$ cat config.mk
export PLATFORM = sky130hd
export DESIGN_NAME = vga_frame_capture_flat
export DESIGN_NICKNAME = d
export VERILOG_FILES = /design/src/rtl/vga_frame_capture_if.sv /design/src/rtl/vga_frame_capture.sv /design/src/flat_wrapper.sv
export SDC_FILE = /design/constraint.sdc
export NUM_CORES = 1
export LEC_CHECK = 0
export ABC_AREA = 1
export CAP_MARGIN = 10
export CORE_AREA = 3 3 75 77
export CTS_BUF_LIST = sky130_fd_sc_hd__clkbuf_2
export DETAILED_ROUTE_END_ITERATION = 12
export DIE_AREA = 0 0 78 80
export DONT_BUFFER_PORTS = 1
export GPL_TIMING_DRIVEN = 0
export PLACE_DENSITY = 0.79
export SLEW_MARGIN = 20
export SYNTH_ARGS = -nofsm -noshare
export SYNTH_HDL_FRONTEND = slang
export SYNTH_SLANG_ARGS = --single-unit
$ cat constraint.sdc
create_clock -name CLK -period 1.74 [get_ports CLK]
set_input_delay 0.174 -clock CLK [delete_from_list [all_inputs] [get_ports CLK]]
set_output_delay 0.174 -clock CLK [all_outputs]
set_load 0.1 [all_outputs]
$ cat src/rtl/vga_frame_capture_if.sv
// Signal bundle between a VGA source, the frame capture block and the frame
// buffer write port. The capture block is the master of the write port and
// the consumer of the VGA stream.
interface vga_frame_capture_if;
    logic        VGA_HS;
    logic        VGA_VS;
    logic [7:0]  VGA_COLOUR;
    logic        WR_EN;
    logic [14:0] WR_ADDR;
    logic        WR_DATA;

    modport master (
        input  VGA_HS, VGA_VS, VGA_COLOUR,
        output WR_EN, WR_ADDR, WR_DATA
    );

    modport slave (
        output VGA_HS, VGA_VS, VGA_COLOUR,
        input  WR_EN, WR_ADDR, WR_DATA
    );
endinterface

$ cat src/rtl/vga_frame_capture.sv
// VGA frame capture: recovers raster position from HS/VS falling edges,
// verifies line and frame length, and writes a 1-bit image at 1/4 resolution
// into the frame buffer using the {y[8:2], x[9:2]} address map.
// Optional build macro VGA_CAP_SYNC_EN adds a two-flop synchronizer on the
// VGA inputs for asynchronous sources (all outputs then lag by 2 CLK).
module vga_frame_capture #(
    parameter int HTs    = 800,
    parameter int HTpw   = 96,
    parameter int Hbp    = 48,
    parameter int HTDisp = 640,
    parameter int VTs    = 521,
    parameter int VTpw   = 2,
    parameter int Vbp    = 29,
    parameter int VTDisp = 480
) (
    input  logic                       CLK,
    input  logic                       RESET,
    input  logic [15:0]                CONFIG_COLOURS,
    vga_frame_capture_if.master        bus,
    output logic                       LOCKED,
    output logic                       ERR,
    output logic                       FRAME_DONE
);

    localparam logic [9:0]  H_FIRST   = 10'(HTpw + Hbp);
    localparam logic [9:0]  H_LAST    = 10'(HTpw + Hbp + HTDisp - 1);
    localparam logic [9:0]  V_FIRST   = 10'(VTpw + Vbp);
    localparam logic [9:0]  V_LAST    = 10'(VTpw + Vbp + VTDisp - 1);
    localparam logic [10:0] LINE_END  = 11'(2 * HTs - 1);
    localparam logic [9:0]  FRAME_END = 10'(VTs - 1);
    localparam logic [14:0] LAST_ADDR = {7'(VTDisp / 4 - 1), 8'(HTDisp / 4 - 1)};

    typedef enum logic [1:0] {
        ST_SEARCH,
        ST_MEASURE,
        ST_LOCKED
    } state_t;

    logic        w_hs_in;
    logic        w_vs_in;
    logic [7:0]  w_col_in;

`ifdef VGA_CAP_SYNC_EN
    logic        r_hs_s1, r_hs_s2;
    logic        r_vs_s1, r_vs_s2;
    logic [7:0]  r_col_s1, r_col_s2;

    // Two-flop synchronizer for an asynchronous VGA source; idle levels on reset.
    always_ff @(posedge CLK) begin
        if (RESET) begin
            r_hs_s1  <= 1'b1;
            r_hs_s2  <= 1'b1;
            r_vs_s1  <= 1'b1;
            r_vs_s2  <= 1'b1;
            r_col_s1 <= 8'h00;
            r_col_s2 <= 8'h00;
        end else begin
            r_hs_s1  <= bus.VGA_HS;
            r_hs_s2  <= r_hs_s1;
            r_vs_s1  <= bus.VGA_VS;
            r_vs_s2  <= r_vs_s1;
            r_col_s1 <= bus.VGA_COLOUR;
            r_col_s2 <= r_col_s1;
        end
    end

    assign w_hs_in  = r_hs_s2;
    assign w_vs_in  = r_vs_s2;
    assign w_col_in = r_col_s2;
`else
    assign w_hs_in  = bus.VGA_HS;
    assign w_vs_in  = bus.VGA_VS;
    assign w_col_in = bus.VGA_COLOUR;
`endif

    logic        r_hs_q;
    logic        r_vs_q;
    logic [7:0]  r_col_q;
    logic [10:0] r_hcount;
    logic [9:0]  r_vcount;
    logic        r_vs_pend;

    // Edge registers: previous sync levels and the colour aligned with HCount.
    // NOTE: every clocked assignment is non-blocking so all flops see the
    // pre-edge values of each other, regardless of statement order.
    always_ff @(posedge CLK) begin
        if (RESET) begin
            r_hs_q  <= 1'b1;
            r_vs_q  <= 1'b1;
            r_col_q <= 8'h00;
        end else begin
            r_hs_q  <= w_hs_in;
            r_vs_q  <= w_vs_in;
            r_col_q <= w_col_in;
        end
    end

    logic w_hs_fall;
    logic w_vs_fall;
    logic w_frame_zero;

    assign w_hs_fall    = r_hs_q & ~w_hs_in;
    assign w_vs_fall    = r_vs_q & ~w_vs_in;
    assign w_frame_zero = w_hs_fall & (r_vs_pend | w_vs_fall);

    // Horizontal position in CLK units, restarted by every HS fall.
    always_ff @(posedge CLK) begin
        if (RESET) begin
            r_hcount <= '0;
        end else if (w_hs_fall) begin
            r_hcount <= '0;
        end else if (r_hcount != 11'h7FF) begin
            r_hcount <= r_hcount + 11'd1;
        end
    end

    // Line counter plus the VS-seen flag that turns the next HS fall into frame zero.
    always_ff @(posedge CLK) begin
        if (RESET) begin
            r_vcount  <= '0;
            r_vs_pend <= 1'b0;
        end else begin
            if (w_frame_zero) begin
                r_vs_pend <= 1'b0;
            end else if (w_vs_fall) begin
                r_vs_pend <= 1'b1;
            end
            if (w_hs_fall) begin
                if (w_frame_zero) begin
                    r_vcount <= '0;
                end else if (r_vcount != 10'h3FF) begin
                    r_vcount <= r_vcount + 10'd1;
                end
            end
        end
    end

    logic [9:0]  w_hpix;
    logic [9:0]  w_x;
    logic [9:0]  w_y;
    logic        w_h_act;
    logic        w_v_act;
    logic        w_sample;
    logic [14:0] w_addr;
    logic        w_fg;
    logic        w_line_bad;
    logic        w_frame_bad;
    logic        w_viol;

    assign w_hpix   = r_hcount[10:1];
    assign w_x      = w_hpix - H_FIRST;
    assign w_y      = r_vcount - V_FIRST;
    assign w_h_act  = (w_hpix >= H_FIRST) && (w_hpix <= H_LAST);
    assign w_v_act  = (r_vcount >= V_FIRST) && (r_vcount <= V_LAST);
    // Second CLK of every 4th pixel on every 4th line: colour is stable there.
    assign w_sample = r_hcount[0] & w_h_act & w_v_act
                    & (w_x[1:0] == 2'b00) & (w_y[1:0] == 2'b00);
    assign w_addr   = {w_y[8:2], w_x[9:2]};
    assign w_fg     = (r_col_q == CONFIG_COLOURS[15:8]);

    assign w_line_bad  = w_hs_fall & (r_hcount != LINE_END);
    assign w_frame_bad = w_frame_zero & (r_vcount != FRAME_END);
    assign w_viol      = w_line_bad | w_frame_bad;

    // Background colour is not needed: anything but the foreground writes 0.
    logic w_unused;
    assign w_unused = ^{CONFIG_COLOURS[7:0], w_y[9]};

    state_t      r_state;
    logic        r_meas_bad;
    logic        r_locked;
    logic        r_err;
    logic        r_wr_en;
    logic [14:0] r_wr_addr;
    logic        r_wr_data;
    logic        r_frame_done;

    // Lock FSM with registered outputs: SEARCH for a frame, MEASURE one clean
    // frame, then write samples while LOCKED until a timing violation.
    always_ff @(posedge CLK) begin
        if (RESET) begin
            r_state      <= ST_SEARCH;
            r_meas_bad   <= 1'b0;
            r_locked     <= 1'b0;
            r_err        <= 1'b0;
            r_wr_en      <= 1'b0;
            r_wr_addr    <= '0;
            r_wr_data    <= 1'b0;
            r_frame_done <= 1'b0;
        end else begin
            r_err        <= 1'b0;
            r_wr_en      <= 1'b0;
            r_frame_done <= 1'b0;
            case (r_state)
                ST_SEARCH: begin
                    if (w_frame_zero) begin
                        r_state    <= ST_MEASURE;
                        r_meas_bad <= 1'b0;
                    end
                end
                ST_MEASURE: begin
                    r_err <= w_viol;
                    if (w_frame_zero) begin
                        // A frame zero both closes one measurement and opens the next.
                        if (w_viol || r_meas_bad) begin
                            r_meas_bad <= 1'b0;
                        end else begin
                            r_state  <= ST_LOCKED;
                            r_locked <= 1'b1;
                        end
                    end else if (w_viol) begin
                        r_meas_bad <= 1'b1;
                    end
                end
                ST_LOCKED: begin
                    if (w_viol) begin
                        r_err    <= 1'b1;
                        r_locked <= 1'b0;
                        r_state  <= ST_SEARCH;
                    end else if (w_sample) begin
                        r_wr_en      <= 1'b1;
                        r_wr_addr    <= w_addr;
                        r_wr_data    <= w_fg;
                        r_frame_done <= (w_addr == LAST_ADDR);
                    end
                end
                default: begin
                    r_state  <= ST_SEARCH;
                    r_locked <= 1'b0;
                end
            endcase
        end
    end

    assign bus.WR_EN   = r_wr_en;
    assign bus.WR_ADDR = r_wr_addr;
    assign bus.WR_DATA = r_wr_data;
    assign LOCKED      = r_locked;
    assign ERR         = r_err;
    assign FRAME_DONE  = r_frame_done;

endmodule

$ cat src/flat_wrapper.sv
// flat-port wrapper written by rule: the top's interface ports become plain ports
module vga_frame_capture_flat 
#(
    parameter int HTs    = 800,
    parameter int HTpw   = 96,
    parameter int Hbp    = 48,
    parameter int HTDisp = 640,
    parameter int VTs    = 521,
    parameter int VTpw   = 2,
    parameter int Vbp    = 29,
    parameter int VTDisp = 480
)
  (CLK, RESET, CONFIG_COLOURS, LOCKED, ERR, FRAME_DONE, bus_VGA_HS, bus_VGA_VS, bus_VGA_COLOUR, bus_WR_EN, bus_WR_ADDR, bus_WR_DATA);
  vga_frame_capture_if bus_i ();
  input  logic CLK;
  input  logic RESET;
  input  logic [15:0] CONFIG_COLOURS;
  output logic LOCKED;
  output logic ERR;
  output logic FRAME_DONE;
  input wire logic [$bits(bus_i.VGA_HS)-1:0] bus_VGA_HS;
  input wire logic [$bits(bus_i.VGA_VS)-1:0] bus_VGA_VS;
  input wire logic [$bits(bus_i.VGA_COLOUR)-1:0] bus_VGA_COLOUR;
  output wire logic [$bits(bus_i.WR_EN)-1:0] bus_WR_EN;
  output wire logic [$bits(bus_i.WR_ADDR)-1:0] bus_WR_ADDR;
  output wire logic [$bits(bus_i.WR_DATA)-1:0] bus_WR_DATA;
  assign bus_i.VGA_HS = bus_VGA_HS;
  assign bus_i.VGA_VS = bus_VGA_VS;
  assign bus_i.VGA_COLOUR = bus_VGA_COLOUR;
  assign bus_WR_EN = bus_i.WR_EN;
  assign bus_WR_ADDR = bus_i.WR_ADDR;
  assign bus_WR_DATA = bus_i.WR_DATA;
  vga_frame_capture #(.HTs(HTs), .HTpw(HTpw), .Hbp(Hbp), .HTDisp(HTDisp), .VTs(VTs), .VTpw(VTpw), .Vbp(Vbp), .VTDisp(VTDisp)) u_core (.CLK(CLK), .RESET(RESET), .CONFIG_COLOURS(CONFIG_COLOURS), .bus(bus_i), .LOCKED(LOCKED), .ERR(ERR), .FRAME_DONE(FRAME_DONE));
endmodule
==> Word-level counts from Yosys, hierarchy flattened <==
Cells that the tools add are included.
{ "totals": {"mem_bits_ro": 0, "reg_bits": 55, "elab_cells": 89, "ramBits": 0, "in_bits": 28, "n_memories": 0, "output_inout_bits": 20, "latch_bits": 0} }
{ "op_classes": {"magnitude_cmp": 4, "shift": 0, "n_eq_ne": 14, "div_mod_pow": 0, "addsub": 4, "multipliers": 0, "reduce_logical": 17, "bitwise": 17, "muxes": 19} }
{ "op_table": {"columns": ["op", "count"], "rows": [
  ["$ne 11x11->1 const B", 2],
  ["$mux 10", 2],
  ["$ne 10x10->1 const B", 2],
  ["$eq 15x15->1 const B", 1],
  ["$reduce_and 4->1", 3],
  ["$add 11x1->11 const B", 1],
  ["$add 10x1->10 const B", 1],
  ["$ge 10x5->1 const B", 1],
  ["$ge 10x8->1 const B", 1],
  ["$le 10x10->1 const B", 1],
  ["$le 10x9->1 const B", 1],
  ["$sub 10x8->10 const B", 1],
  ["$and 1x1->1", 9],
  ["$mux 1", 9],
  ["$sub 9x5->9 const B", 1],
  ["$eq 8x8->1", 1],
  ["$mux 2", 4],
  ["$logic_not 2->1", 3],
  ["$ne 2x1->1 const B", 3],
  ["$not 1->1", 6],
  ["$pmux 2 s3", 1],
  ["$pmux 1 s2", 2],
  ["$reduce_bool 2->1", 2],
  ["$reduce_or 2->1", 2],
  ["other kinds (13)", 15]
]} }

==> Logic depth before layout (Yosys ltp) <==
{ "depth": {"depth_word": 10, "depth_mapped": 12, "ltp_nobuf": 12} }

==> Worst setup path before layout <==
OpenSTA, ideal clock, no wires.
{ "synth_timing": {"path_type": "reg-to-reg", "from": "register u_core.r_hcount[0]", "to": "register u_core.r_wr_addr[12], in the netlist u_core.bus.WR_ADDR[12]", "path_slack_ns": 0.062, "required_time_ns": 1.621, "t_arrival_ns": 1.559, "setup_time_ns": 0.119, "n_path_buf": 1, "synth_period_minus_slack_ns": 1.678, "path_stages_with_launch": 12, "path_cell_list": "dfxtp_1 > ha_1 > nand3_4 > nor2_8 > nand2_4 > nand2_4 > nand3_4 > nor2_4 > buf_6 > nand3b_1 > nand2_1 > nor2_1"} }
{ "synth_between": {"elab_chain_len": 5, "elab_cells_between_ends": 9, "classes_between": "eq/ne (1); bitwise (7); reduce/logical (1)"} }
{ "synth_rtl": {"columns": ["element", "line", "text"], "rows": [
  ["start, declared", "vga_frame_capture.sv:79", "logic [10:0] r_hcount;"],
  ["start signal, assigned", "vga_frame_capture.sv:113", "r_hcount <= r_hcount + 11'd1;"],
  ["$ne 11x11->1 or $and 1x1->1 (tied branches)", "vga_frame_capture.sv:161, vga_frame_capture.sv:156", null],
  ["$and 1x1->1, on equally long branches", "vga_frame_capture.sv:161, vga_frame_capture.sv:156", null],
  ["$or 1x1->1 or $and 1x1->1 (tied branches)", "vga_frame_capture.sv:163, vga_frame_capture.sv:157", null],
  ["$not 1->1 (no line) or $and 1x1->1 (tied branches)", null, null],
  ["$reduce_and 3->1 (no line) *", null, null],
  ["end signal, assigned", "vga_frame_capture.sv:222", "r_wr_addr <= w_addr;"],
  ["end, declared", "vga_frame_capture.sv:174", "logic [14:0] r_wr_addr;"]
]} }
Every way passes the cells marked *; elsewhere a longest branch is shown, timed or not.
A chain may end at the register's enable or synchronous reset.

==> Worst setup path in the final report <==
{ "layout_timing": {"from": "register u_core.r_hcount[0]", "to": "register u_core.r_wr_addr[0], in the netlist u_core.bus.WR_ADDR[0]"} }
Same word-level chain as after synthesis.

==> impl_metrics.env <==
export IMPL_overflow=0
export IMPL_crit_chain="ha_4 > nand3_4 > nor2_8 > nand2_4 > nand2_4 > nand3_4 > nor2_4 > buf_8 > a21oi_1 > nor2_1"
export IMPL_clkTransAtPathRegs_ns=0.26
export IMPL_wire_per_inst_um=13.2
export IMPL_drt_pass1_iterations=4
export IMPL_worstPathRequired_ns=2.13
export IMPL_maxCapViolCount=0
export IMPL_period_share_pct=98.6
export IMPL_setup_viol=0
export IMPL_seq_area_frac_synth_pct=37.2
export IMPL_worst_path_buf_inv=1
export IMPL_grt_pass1_wl_um=10800
export IMPL_cp_max_fo=10
export IMPL_synth_area_top_cells="dfxtp_1 37%, nand2_1 8.9%, nor2_1 7.6%"
export IMPL_ys_ff_latch=55
export IMPL_cts_tree="built"
export IMPL_cts_buffers=5
export IMPL_antennaDiodeCount=0
export IMPL_dp_hpwl_um=4580
export IMPL_syn_inst=402
export IMPL_hp_start="CONFIG_COLOURS[12]"
export IMPL_hold_viol=0
export IMPL_clk_path_buf_depth=2
export IMPL_syn_num_nets=442
export IMPL_clock_sinks=55
export IMPL_r2r_end="u_core.bus.WR_ADDR[0]"
export IMPL_r2r_cells=10
export IMPL_outcome="completed"
export IMPL_fin_skew_ns=0.0200
export IMPL_min_period_ns=1.72
export IMPL_gp_congestion=0.930
export IMPL_hold_end="u_core.bus.WR_DATA"
export IMPL_place_area_mm2=0.00305
export IMPL_crit_cells=10
export IMPL_cp_end_kind="flop"
export IMPL_final_area_mm2=0.00349
export IMPL_grt_pass1_vias=2495
export IMPL_drive_gt1_share_pct=20.7
export IMPL_timing_hold_ws_ns=0.153
export IMPL_start_util_pct=58.4
export IMPL_synth_top_cell_area_share_pct=37.2
export IMPL_critical_path_top_delay_family="simple AND/OR/NAND/NOR gates"
export IMPL_first_iter_violations=158
export IMPL_rsz0062_at_grt="true"
export IMPL_avgSynthCellArea_um2=7.37
export IMPL_die_w_um=78
export IMPL_hold_path_class="input port to flop"
export IMPL_cp_slowest_cell="dfxtp_4"
export IMPL_track_usage_pct=21.5
export IMPL_power_leakage_nw=1.50
export IMPL_dieHeight_um=80
export IMPL_area_delta_synth_final_pct=17.9
export IMPL_max_stage_delay_ns=0.42
export IMPL_relSlewSlack_pct=34.2
export IMPL_grt_max_degree=16
export IMPL_rows=26
export IMPL_finalWirelength_um=6740
export IMPL_r2r_start="u_core.r_hcount[0]"
export IMPL_critPathLaunchType="flop"
export IMPL_vdd_drop_max_v=0.000555
export IMPL_postRouteAntennaNets=0
export IMPL_io_buffer_count=0
export IMPL_core_area_mm2=0.00507
export IMPL_nNetsFinal=478
export IMPL_power_density_mw_per_mm2=738
export IMPL_yosysWarnings=0
export IMPL_timing_fmax_ghz=0.583
export IMPL_synth_top_cell_by_area="dfxtp_1"
export IMPL_whs_path_depth=6
export IMPL_reg2reg_slack_ns=0.02
export IMPL_clk_insertion_delay_late_ns=0.43
export IMPL_slew_violations=0
export IMPL_antenna_found_initial=0
export IMPL_clock_tree_root_cell="clkbuf_2"
export IMPL_synth_distinct_cells=32
export IMPL_synth_area_mm2=0.00296
export IMPL_htree_levels=2
export IMPL_num_vias=2682
export IMPL_crit_type="flop to flop"
export IMPL_utilization_pct=68.8
export IMPL_cp_data_arrival_time_ns=2.11
export IMPL_via_per_inst=5.27
export IMPL_fp_dieArea_mm2=0.00624
export IMPL_io_pins=48
export IMPL_worstMarginPinSlew_ns=0.985
export IMPL_drc=0
## area by class of cell
class                   instances  area (µm²)
multi-input cells             284        1700
clock inverters                 2        7.51
plain buffers                  14         109
fillers                       428        1580
well taps                      70        87.6
clock buffers                   6        30.0
inverters                      49         189
flip-flops and latches         55        1120
repair buffers                 29         250
## where the power goes
group	internal, mW	switching, mW
combinational	0.248	0.361
clock	0.0967	0.371
sequential	1.33	0.170
total	1.67	0.902
## sequential cells by signal, summed over array words and instances (netlist names)
register            count
u_core.r_state          2
u_core.bus.WR_DATA      1
u_core.FRAME_DONE       1
u_core.r_hcount        11
u_core.r_vcount        10
u_core.LOCKED           1
u_core.r_vs_pend        1
u_core.r_col_q          8
u_core.r_meas_bad       1
u_core.bus.WR_ADDR     15
u_core.bus.WR_EN        1
u_core.ERR              1
u_core.r_hs_q           1
u_core.r_vs_q           1
## kinds of logic (layout without fill, tap and decap cells)
kind of cell / count (synthesis) / count (layout) / synth area share, %
buffers and inverters: 63 / 100 / 9.59
DFF: 55 / 55 / 37.2
and+or+nand+nor: 199 / 199 / 32.7
xor gates and xnor gates: 19 / 19 / 5.62
AOI/OAI and AO/OA: 54 / 54 / 9.84
adders and majority gates: 12 / 12 / 5.07
## synthesized netlist by cell type (all sizes together)
cell and n:
nand2 75, ha 12, o211ai 2, nor4 1, xnor2 9, or2 2
xor2 10, inv 49, buf 10, a211oi 4, nand3b 6, nor3 2
nor2 66, a31oi 2, clkbuf 4, nand3 31, nand4 15, o21ai 12
nor3b 1, dfxtp 55, a21oi 34
## worst max-delay path by stage
stage,start,endpoint,slack (ns)
floorplan,u_core.r_hcount[0],u_core.bus.WR_ADDR[12],0.06
CTS,u_core.r_hcount[5],u_core.bus.WR_ADDR[11],0.0004
finish,u_core.r_hcount[0],u_core.bus.WR_ADDR[0],0.02
global route,u_core.r_vcount[1],u_core.bus.WR_ADDR[14],-0.12
detailed placement,u_core.r_hcount[5],u_core.bus.WR_ADDR[11],-0.21
global placement,u_core.r_hcount[5],u_core.bus.WR_ADDR[6],-0.17
## metrics by stage
stage / power (mW) / std cells / TNS, ns / worst slack (ns)
after floorplan: 1.93 / 402 / 0 / 0.0616
after global placement: 2.01 / 472 / -2.30 / -0.170
after detailed placement: 2.03 / 472 / -2.97 / -0.214
after CTS: 2.54 / 498 / 0 / 0.000362
after global routing: 2.76 / 509 / -1.97 / -0.124
final: 2.58 / 509 / 0 / 0.0240
## per-layer routing
metal | wire, µm | track usage [%]
met1 | 2980 | 26.3
met2 | 3270 | 37.1
met3 | 384 | 4.85
met4 | 97 | 7.52
met5 | 0 | 0
## cell usage in the layout (no fill, tap or decap), types with 7 or more instances in the layout
| cell type | Yosys | routed |
|---|---|---|
| inv_1 | 44 | 38 |
| xor2_1 | 10 | 10 |
| nor2_1 | 60 | 56 |
| nand3_2 | 1 | 7 |
| nand4_1 | 15 | 15 |
| dlygate4sd3_1 | 0 | 10 |
| a21oi_1 | 33 | 31 |
| o21ai_0 | 12 | 11 |
| nand3_1 | 27 | 21 |
| buf_6 | 4 | 7 |
| dfxtp_1 | 55 | 47 |
| inv_2 | 5 | 9 |
| buf_4 | 0 | 17 |
| xnor2_1 | 9 | 9 |
| ha_1 | 12 | 8 |
| nand2_1 | 70 | 69 |
## repair_timing
item                                   CTS  global route
gates resized for setup                 23            30
pin swaps                                5            12
hold buffers                            10             0
setup endpoints to repair               18            35
setup buffers                            6            11
cloned                                   2             0
endpoints found under the hold margin   10             0
## worst min-delay path, cell delays in order
cell,delay (ns)
xnor2_1,0.05
nand4_1,0.06
or2_2,0.12
nand3_1,0.06
nand2_1,0.06
nor2_1,0.04
Power figures use the tool's default switching activity.
